**config.mk**
```make
export PLATFORM = sky130hd
export DESIGN_NAME = bfly_out_reorder
export DESIGN_NICKNAME = d
export VERILOG_FILES = /design/src/rtl/fft_pkg.sv /design/src/rtl/row_fifo.sv /design/src/rtl/bfly_out_reorder.sv
export SDC_FILE = /design/constraint.sdc
export NUM_CORES = 2
export LEC_CHECK = 0
export BUFFER_PORTS_ARGS = -buffer_cell sky130_fd_sc_hd__clkbuf_2
export CORE_MARGIN = 3
export CORE_UTILIZATION = 55
export CTS_CLUSTER_SIZE = 20
export DETAILED_ROUTE_END_ITERATION = 8
export PLACE_DENSITY = 0.73
export SLEW_MARGIN = 20
export SYNTH_ARGS = -nofsm -noshare
export SYNTH_HDL_FRONTEND = slang
export SYNTH_MEMORY_MAX_BITS = 65536
export SYNTH_SLANG_ARGS = --single-unit
export TNS_END_PERCENT = 100
```
**constraint.sdc**
```tcl
create_clock -name clk -period 42.9 [get_ports clk]
set_input_delay 4.29 -clock clk [delete_from_list [all_inputs] [get_ports clk]]
set_output_delay 4.29 -clock clk [all_outputs]
set_load 0.005 [all_outputs]
```
**src/rtl/fft_pkg.sv**
```systemverilog
// Shared FFT datapath types and sizing helpers.
package fft_pkg;

    localparam int NUM_LANES      = 16;
    localparam int FFT_DATA_WIDTH = 9;

    // One 16-lane row of signed samples; lane j is element [j].
    typedef logic signed [NUM_LANES-1:0][FFT_DATA_WIDTH-1:0] lane_row_t;

    // A complex row: real lanes then imaginary lanes.
    typedef struct packed {
        lane_row_t re;
        lane_row_t im;
    } cplx_row_t;

    // Output reorder sequencing states.
    typedef enum logic [1:0] {
        ST_IDLE       = 2'd0,
        ST_PASS       = 2'd1,
        ST_DRAIN_PEND = 2'd2,
        ST_DRAIN      = 2'd3
    } reorder_state_t;

    // Rows in one delay-line phase.
    function automatic int phase_rows(input int mem_depth);
        return mem_depth / NUM_LANES;
    endfunction

    // Rows in one FFT frame.
    function automatic int frame_rows(input int frame_points);
        return frame_points / NUM_LANES;
    endfunction

    localparam int DEF_PHASE_LENGTH = phase_rows(128);
    localparam int DEF_FRAME_ROWS   = frame_rows(512);

endpackage

```
**src/rtl/row_fifo.sv**
```systemverilog
// Synchronous row FIFO with occupancy, full and empty flags.
module row_fifo #(
    parameter int WIDTH = 288,
    parameter int DEPTH = 16,
    parameter int OCC_W = $clog2(DEPTH + 1)
) (
    input  logic             clk,
    input  logic             rstn,
    input  logic             push,
    input  logic             pop,
    input  logic [WIDTH-1:0] wdata,
    output logic [WIDTH-1:0] rdata,
    output logic [OCC_W-1:0] count,
    output logic             full,
    output logic             empty
);

    localparam int PTR_W = (DEPTH > 1) ? $clog2(DEPTH) : 1;

    logic [WIDTH-1:0] mem_r [DEPTH];
    logic [PTR_W-1:0] wr_ptr_r;
    logic [PTR_W-1:0] rd_ptr_r;
    logic [OCC_W-1:0] count_r;
    logic             push_ok_s;
    logic             pop_ok_s;

    assign full      = (count_r == OCC_W'(DEPTH));
    assign empty     = (count_r == {OCC_W{1'b0}});
    assign count     = count_r;
    assign push_ok_s = push & ~full;
    assign pop_ok_s  = pop & ~empty;
    assign rdata     = mem_r[rd_ptr_r];

    // Row storage; contents are unobservable while empty, so no reset.
    always_ff @(posedge clk) begin
        if (push_ok_s) begin
            mem_r[wr_ptr_r] <= wdata;
        end
    end

    // Pointers wrap modulo DEPTH; occupancy tracks net push/pop.
    always_ff @(posedge clk or negedge rstn) begin
        if (!rstn) begin
            wr_ptr_r <= {PTR_W{1'b0}};
            rd_ptr_r <= {PTR_W{1'b0}};
            count_r  <= {OCC_W{1'b0}};
        end else begin
            if (push_ok_s) begin
                wr_ptr_r <= (wr_ptr_r == PTR_W'(DEPTH - 1)) ? {PTR_W{1'b0}} : wr_ptr_r + PTR_W'(1);
            end
            if (pop_ok_s) begin
                rd_ptr_r <= (rd_ptr_r == PTR_W'(DEPTH - 1)) ? {PTR_W{1'b0}} : rd_ptr_r + PTR_W'(1);
            end
            case ({push_ok_s, pop_ok_s})
                2'b10:   count_r <= count_r + OCC_W'(1);
                2'b01:   count_r <= count_r - OCC_W'(1);
                default: count_r <= count_r;
            endcase
        end
    end

endmodule

```
**src/rtl/bfly_out_reorder.sv**
```systemverilog
// Re-serialises butterfly sum/diff row pairs into one SDF-ordered stream:
// sums pass through registered, diffs are buffered and replayed in the gaps.
module bfly_out_reorder
    import fft_pkg::*;
#(
    parameter int DATA_WIDTH   = 9,
    parameter int MEM_DEPTH    = 128,
    parameter int FRAME_POINTS = 512
) (
    input  logic                                        clk,
    input  logic                                        rstn,
    input  logic                                        bfly_valid,
    input  logic signed [NUM_LANES-1:0][DATA_WIDTH-1:0] sum_re,
    input  logic signed [NUM_LANES-1:0][DATA_WIDTH-1:0] sum_im,
    input  logic signed [NUM_LANES-1:0][DATA_WIDTH-1:0] diff_re,
    input  logic signed [NUM_LANES-1:0][DATA_WIDTH-1:0] diff_im,
    output logic signed [NUM_LANES-1:0][DATA_WIDTH-1:0] dout_re,
    output logic signed [NUM_LANES-1:0][DATA_WIDTH-1:0] dout_im,
    output logic                                        dout_valid,
    output logic                                        frame_done,
    output logic                                        overflow
);

    localparam int PL        = phase_rows(MEM_DEPTH);
    localparam int FR        = frame_rows(FRAME_POINTS);
    localparam int FIFO_ROWS = 2 * PL;
    localparam int HALF_W    = NUM_LANES * DATA_WIDTH;
    localparam int ROW_W     = 2 * HALF_W;
    localparam int OCC_W     = $clog2(FIFO_ROWS + 1);
    localparam int CNT_W     = $clog2(PL + 1);
    localparam int FRM_W     = (FR > 1) ? $clog2(FR) : 1;

    reorder_state_t   state_r;
    reorder_state_t   state_nxt_s;
    logic [CNT_W-1:0] pass_cnt_r;
    logic [CNT_W-1:0] pass_cnt_nxt_s;
    logic [CNT_W-1:0] drain_cnt_r;
    logic [CNT_W-1:0] drain_cnt_nxt_s;
    logic [CNT_W-1:0] drain_cnt_inc_s;
    logic [FRM_W-1:0] frame_cnt_r;
    logic [OCC_W-1:0] occ_s;
    logic [ROW_W-1:0] rd_row_s;
    logic             full_s;
    logic             empty_s;
    logic             push_s;
    logic             pop_s;
    logic             drop_s;

    // Sums always win; a diff is dropped only when the buffer is full.
    assign push_s = bfly_valid & ~full_s;
    assign drop_s = bfly_valid & full_s;
    assign pop_s  = ~bfly_valid & ~empty_s &
                    ((state_r == ST_DRAIN_PEND) || (state_r == ST_DRAIN));

    row_fifo #(
        .WIDTH (ROW_W),
        .DEPTH (FIFO_ROWS),
        .OCC_W (OCC_W)
    ) u_diff_fifo (
        .clk   (clk),
        .rstn  (rstn),
        .push  (push_s),
        .pop   (pop_s),
        .wdata ({diff_re, diff_im}),
        .rdata (rd_row_s),
        .count (occ_s),
        .full  (full_s),
        .empty (empty_s)
    );

    // Sequencing state and phase counters.
    always_ff @(posedge clk or negedge rstn) begin
        if (!rstn) begin
            state_r     <= ST_IDLE;
            pass_cnt_r  <= {CNT_W{1'b0}};
            drain_cnt_r <= {CNT_W{1'b0}};
        end else begin
            state_r     <= state_nxt_s;
            pass_cnt_r  <= pass_cnt_nxt_s;
            drain_cnt_r <= drain_cnt_nxt_s;
        end
    end

    // Next state: count a phase of sums, then drain; a drain that empties the buffer ends it.
    always_comb begin
        state_nxt_s     = state_r;
        pass_cnt_nxt_s  = pass_cnt_r;
        drain_cnt_nxt_s = drain_cnt_r;
        drain_cnt_inc_s = (state_r == ST_DRAIN) ? drain_cnt_r + CNT_W'(1) : CNT_W'(1);
        case (state_r)
            ST_IDLE, ST_PASS: begin
                if (bfly_valid) begin
                    if (pass_cnt_r == CNT_W'(PL - 1)) begin
                        state_nxt_s    = ST_DRAIN_PEND;
                        pass_cnt_nxt_s = {CNT_W{1'b0}};
                    end else begin
                        state_nxt_s    = ST_PASS;
                        pass_cnt_nxt_s = pass_cnt_r + CNT_W'(1);
                    end
                end else begin
                    state_nxt_s = state_r;
                end
            end
            ST_DRAIN_PEND, ST_DRAIN: begin
                if (bfly_valid) begin
                    state_nxt_s = state_r;
                end else if (pop_s) begin
                    if (occ_s == OCC_W'(1)) begin
                        state_nxt_s     = ST_IDLE;
                        drain_cnt_nxt_s = {CNT_W{1'b0}};
                    end else if (drain_cnt_inc_s == CNT_W'(PL)) begin
                        state_nxt_s     = ST_DRAIN_PEND;
                        drain_cnt_nxt_s = {CNT_W{1'b0}};
                    end else begin
                        state_nxt_s     = ST_DRAIN;
                        drain_cnt_nxt_s = drain_cnt_inc_s;
                    end
                end else begin
                    state_nxt_s     = ST_IDLE;
                    drain_cnt_nxt_s = {CNT_W{1'b0}};
                end
            end
            default: begin
                state_nxt_s     = ST_IDLE;
                pass_cnt_nxt_s  = {CNT_W{1'b0}};
                drain_cnt_nxt_s = {CNT_W{1'b0}};
            end
        endcase
    end

    // Registered output row mux, sticky overflow and frame row counter.
    always_ff @(posedge clk or negedge rstn) begin
        if (!rstn) begin
            dout_re     <= {HALF_W{1'b0}};
            dout_im     <= {HALF_W{1'b0}};
            dout_valid  <= 1'b0;
            frame_done  <= 1'b0;
            overflow    <= 1'b0;
            frame_cnt_r <= {FRM_W{1'b0}};
        end else begin
            overflow <= overflow | drop_s;
            if (bfly_valid) begin
                dout_re    <= sum_re;
                dout_im    <= sum_im;
                dout_valid <= 1'b1;
            end else if (pop_s) begin
                dout_re    <= rd_row_s[ROW_W-1:HALF_W];
                dout_im    <= rd_row_s[HALF_W-1:0];
                dout_valid <= 1'b1;
            end else begin
                dout_valid <= 1'b0;
            end
            if (bfly_valid || pop_s) begin
                if (frame_cnt_r == FRM_W'(FR - 1)) begin
                    frame_cnt_r <= {FRM_W{1'b0}};
                    frame_done  <= 1'b1;
                end else begin
                    frame_cnt_r <= frame_cnt_r + FRM_W'(1);
                    frame_done  <= 1'b0;
                end
            end else begin
                frame_done <= 1'b0;
            end
        end
    end

endmodule

```
== Word-level counts from Yosys, hierarchy flattened ==
Memories as Yosys holds them, arrays and structs flattened.
Cells that the tools add are included.
W data, S select, Z words.
Cells by class
  add/sub/neg operators: 7
  equality and inequality tests: 14
  mux-type cells: 26
  bitwise logic cells: 10
  reductions and logical operators: 11
Operators with widths (number)
  $mux W144: 4
  $mux W4: 7
  $add A4 B1 Y4 const B: 4
  $eq A4 B4 Y1 const B: 3
  $add A5 B1 Y5 const B: 2
  $eq A5 B5 Y1 const B: 2
  $mux W2: 5
  $pmux W5 S2: 1
  $mux W1: 7
  $and A1 B1 Y1: 6
  $eq A2 B2 Y1 const B: 3
  $reduce_and A2 Y1: 3
  $eq A5 B1 Y1 const B: 1
  $logic_not A5 Y1: 1
  $mux W5: 1
  $sub A5 B1 Y5 const B: 1
  $eq A2 B1 Y1 const B: 2
  $eq A4 B3 Y1 const B: 1
  $ne A2 B2 Y1 const B: 2
  $pmux W2 S2: 1
  $reduce_bool A2 Y1: 2
  $reduce_or A2 Y1: 2
  $not A1 Y1: 3
  $logic_not A2 Y1: 1
  2 further kinds: 3
Storage, ports and cells
  flip-flop bits (word level): 319
  bits in writable memories: 4608
  input port bits: 579
  output and inout bits: 291
  word-level logic and storage cells: 111
  memories kept: 1
Memories
  u_diff_fifo.mem_r: words 16, width 288, rd ports 1, clocked after memory_dff 0, write ports 1, RTL line row_fifo.sv:20  | logic [WIDTH-1:0] mem_r [DEPTH];

== Depth between registers and ports, before layout ==
  depth in word-level cells: 8
  mapped depth: 9
  mapped depth without buffers: 8

== Cells and area by module ==
From an unflattened synthesis, not the netlist that was laid out.
Unflattened totals
  cell total of the unflattened synthesis: 9666
  area, all modules: 190063.5 µm²
Modules (own cells, without submodules)
  row_fifo: instances 1, cells an instance 8356, area an instance 176347.9 µm²
  bfly_out_reorder: instances 1, cells an instance 1310, area an instance 13715.7 µm²

== Worst setup path before layout ==
OpenSTA, ideal clock, no wires.
  path kind: input to register
  start point: in bfly_valid
  end point: mem u_diff_fifo.mem_r[0][0], enable pin
  library setup time: 1641 ps
  arrival time: 31933 ps
  required time: 41259 ps
  path slack: 9326 ps
  stages: 5
  buffers on the path: 1
  cell sequence: clkbuf_1 inv_1 a31oi_4 inv_1 nor4_1
Between the ends
  word-level cells in the longest chain between the ends: 4
RTL lines
  start, declared: RTL line bfly_out_reorder.sv:12  | input logic bfly_valid,
  $and A1 B1 Y1: RTL line bfly_out_reorder.sv:50  | assign push_s = bfly_valid & ~full_s;
  $and A1 B1 Y1: RTL line row_fifo.sv:30  | assign push_ok_s = push & ~full;
  $mux W1: RTL line row_fifo.sv:36  | if (push_ok_s) begin
  $mux W1 (not written as such): RTL line row_fifo.sv:37  | mem_r[wr_ptr_r] <= wdata;
  end, declared: RTL line row_fifo.sv:20
No other way between the ends.

== Worst setup path after layout ==
  start point: in bfly_valid
  end point: mem u_diff_fifo.mem_r[9][205], enable pin
Same word-level chain as after synthesis.

==> flow_metrics.py <==
metrics = {
    "grt": {
        "grt_pass1_wl_mm": 642,
        "antenna_found_initial": 71,
        "grt_pass1_vias": 92185,
        "grt_overflow_total": 0,
        "grt_max_degree": 143,
        "grt_use_total_pct": 25.2,
    },
    "clock_network": {
        "cts_buffers": 464,
        "cts_root_buf": "clkbuf_16",
        "cts_setup_buffers": 0,
        "clk_latency_ns": 1.02,
        "cts-resized-gates": 0,
        "cts_sinks": 4922,
        "postCtsHoldBufs": 0,
        "cts_tree": "built",
        "ctsHtreeMaxLevel": 5,
        "clk_pin_slew_ns": 0.06,
        "clockBufferDepth": 4,
    },
    "timing": {
        "tightestPinTransition_ns": 1.17,
        "final-hold-violation-count": 0,
        "setup_tns_ns": 0,
        "finalCritPeriodShare_pct": 19.7,
        "fin_skew_ns": 0.0698,
        "slew_headroom_pct": 21.8,
        "fin_crit_ns": 8.46,
        "slew_viol_final": 0,
        "setup_violations": 0,
        "fmax_mhz": 118,
        "rsz0062_at_grt": "false",
    },
    "power_and_ir_drop": {
        "p_per_area_nw_per_um2": 64.8,
        "irDropWorstVdd_uv": 56.6,
        "leakage_nw": 69.4,
    },
    "worst_setup_path": {
        "cpLargestDelayFamily": "buffers and inverters",
        "path_cells": "buf_8 > inv_1 > a31oi_4 > inv_1 > nor3b_1 > and2_4 > buf_4 > buf_4 > buf_4",
        "startpoint_type": "input port",
        "arrival_ns": 9.02,
        "critPathBufInv": 6,
        "crit_top_cell": "buf_4",
        "required_ns": 43.47,
        "endpoint_kind": "flop",
        "critPathMaxFanout": 57,
        "crit_type": "input port to flop",
        "critPathSlowestCell": "buf_4",
        "slowest_delay_ns": 0.95,
    },
    "synthesis": {
        "ys_seq_area_share_pct": 78.6,
        "ys_types": 46,
        "syn_nets": 8396,
        "synth_cells": 7804,
        "ys.warnings.count": 0,
        "syn_area_per_cell_sq_um": 23.8,
        "synthesis.area_sq_um": 186000,
        "synth_seq_cells": 4922,
    },
    "placed_design": {
        "portBuffers": 869,
        "gp_congestion": 0.788,
        "hpwl_mm": 241,
    },
    "final_layout": {
        "fin_util_pct": 62.9,
        "fin_nets": 9435,
        "drive_above_1_share_pct": 31.2,
        "syn_to_final_growth_pct": 13.3,
    },
    "floorplanning": {
        "die_y_microns": 588,
        "initial_utilization_pct": 55.5,
        "core_sq_um": 335000,
        "fp.dieArea_sq_um": 345000,
        "std_cell_rows": 212,
        "die_w_microns": 588,
        "io_pins": 870,
    },
    "route": {
        "via_per_inst": 6.47,
        "routed_wl_mm": 437,
        "wire_per_inst_microns": 31.7,
        "drc": 0,
        "ant_nets": 1,
        "dr.pass1.iters": 5,
        "num_vias": 89134,
        "drt_iter0_drc": 10658,
    },
    "run": {
        "drv_cap": 0,
    },
    "min_path": {
        "hold_path_class": "flop to flop",
    },
    "status": {
        "status": "finished, violations left",
        "violations": "antenna violations",
    },
}
-- Yosys cell counts, drive strengths merged --
| cell | count | area share [%] |
|---|---|---|
| edfxtp | 4608 | 74 |
| mux4 | 1152 | 14 |
| mux2i | 577 | 3.1 |
| buf | 354 | 1.1 |
| dfrtp | 314 | 4.2 |
| a22oi | 287 | 1.2 |
| o221ai | 287 | 1.4 |
| clkbuf | 100 | 0.20 |
| nand2 | 16 | 0.034 |
| ha | 13 | 0.087 |
| inv | 13 | 0.026 |
| nor2 | 13 | 0.028 |
| and2 | 10 | 0.034 |
| nand3 | 8 | 0.022 |
| o21ai | 7 | 0.019 |
| xnor2 | 6 | 0.028 |
| mux2 | 4 | 0.024 |
| nor4 | 4 | 0.013 |
| a21oi | 3 | 0.0081 |
| a21o | 2 | 0.0081 |
| a311oi | 2 | 0.0094 |
| a31oi | 2 | 0.015 |
| a32o | 2 | 0.011 |
| nand2b | 2 | 0.011 |
| nand3b | 2 | 0.0081 |
| nand4b | 2 | 0.0094 |
| nor3b | 2 | 0.0081 |
| xor2 | 2 | 0.0094 |
| a211oi | 1 | 0.0040 |
| a41o | 1 | 0.0054 |
| and3 | 1 | 0.0034 |
| nand4 | 1 | 0.0034 |
| nor2b | 1 | 0.0034 |
| nor3 | 1 | 0.0027 |
| nor4b | 1 | 0.013 |
| o21a | 1 | 0.0040 |
| o22ai | 1 | 0.0034 |
| or3 | 1 | 0.0034 |
-- through the flow --
step / hold slack, ns / instances / power (mW) / setup slack, ns / instance area (sq um)
global placement: 0.472 / 12867 / 9.58 / 33.49 / 195000
finish: 0.509 / 13783 / 13.7 / 34.44 / 211000
detailed placement: 0.495 / 12868 / 9.64 / 33.42 / 195000
global route: 0.533 / 13757 / 14.2 / 34.21 / 211000
CTS: 0.513 / 13738 / 13.8 / 34.44 / 211000
floorplan: 0.445 / 7804 / 8.67 / 9.33 / 186000
-- area by class of cell --
cell class	instances	area [sq um]
Antenna cell	42	105
Clock buffer	601	12400
Clock inverter	269	3110
Fill cell	21552	124000
Inverter	13	48.8
Multi-Input combinational cell	2415	37400
Sequential cell	4922	146000
Tap cell	4494	5620
Timing Repair Buffer	1027	5920
-- cell usage in the layout (no fill, tap or decap), types with 8 or more instances in the layout --
| master | n |
|---|---|
| edfxtp_1 | 4608 |
| mux4_2 | 1152 |
| clkbuf_2 | 867 |
| mux2i_1 | 577 |
| clkbuf_16 | 468 |
| dfrtp_1 | 311 |
| a22oi_1 | 287 |
| o221ai_1 | 274 |
| buf_4 | 129 |
| clkbuf_1 | 113 |
| clkinv_1 | 96 |
| clkinv_2 | 71 |
| bufinv_16 | 49 |
| diode_2 | 42 |
| buf_12 | 22 |
| clkinv_16 | 20 |
| clkbuf_8 | 20 |
| nand2_1 | 15 |
| inv_1 | 13 |
| o221ai_2 | 13 |
| ha_1 | 13 |
| clkinvlp_4 | 13 |
| nor2_1 | 8 |
| and2_4 | 8 |
| nand3_1 | 8 |
-- power by group --
group	internal, mW	switching [mW]	total [mW]
clock	2.35	1.78	4.13
sequential	5.79	0.215	6.01
combinational	1.53	2.00	3.53
-- state kept, by name (all words and copies together), names as in the netlist, 4 cells and up --
register	count
u_diff_fifo.rd_ptr_r	4
u_diff_fifo.mem_r	4608
dout_re	144
dout_im	144
pass_cnt_r	4
u_diff_fifo.wr_ptr_r	4
frame_cnt_r	5
u_diff_fifo.count	5
-- cells by family (layout without fill, tap and decap cells) --
logic type                 Yosys count  count (layout)  synth area share (%)
AOI/OAI and AO/OA                  596             596                  2.64
xor gates and xnor gates             8               8                0.0377
adders and majority gates           13              13                0.0874
buffers and inverters              467            1910                  1.37
DFF                               4922            4922                  78.6
muxes                             1733            1733                  17.1
other                                0              42                     0
and+or+nand+nor                     65              65                 0.195
-- metal layers --
| layer | wire, microns | part of all wire [%] | GRT usage (%) |
|---|---|---|---|
| met1 | 171000 | 39 | 36.4 |
| met2 | 210000 | 48 | 39.4 |
| met3 | 41900 | 9.6 | 5.37 |
| met4 | 14100 | 3.2 | 7.79 |
| met5 | 341 | 0.078 | 0 |
-- worst paths after layout --
kind                                          from                   endpoint  slack (ns)  depth (start not counted)
setup / recovery                        bfly_valid  u_diff_fifo.mem_r[9][205]       34.44                          9
max in group asynchronous                     rstn               dout_im[136]       36.87                          5
hold / removal                         dout_im[89]                dout_im[89]        0.51                          2
hold reg to reg                        dout_im[89]                dout_im[89]        0.51                          2
setup reg to reg           u_diff_fifo.rd_ptr_r[1]                dout_im[92]       36.32                          8
min in group asynchronous                     rstn                dout_im[44]        3.22                          1
-- worst min-delay path: cells and delay by family, from the launching register on --
kind           cells  cell delay (ns)
AO/OA/AOI/OAI      2             0.13
flip-flops         1             0.34
(Power assumes the default switching activity.)
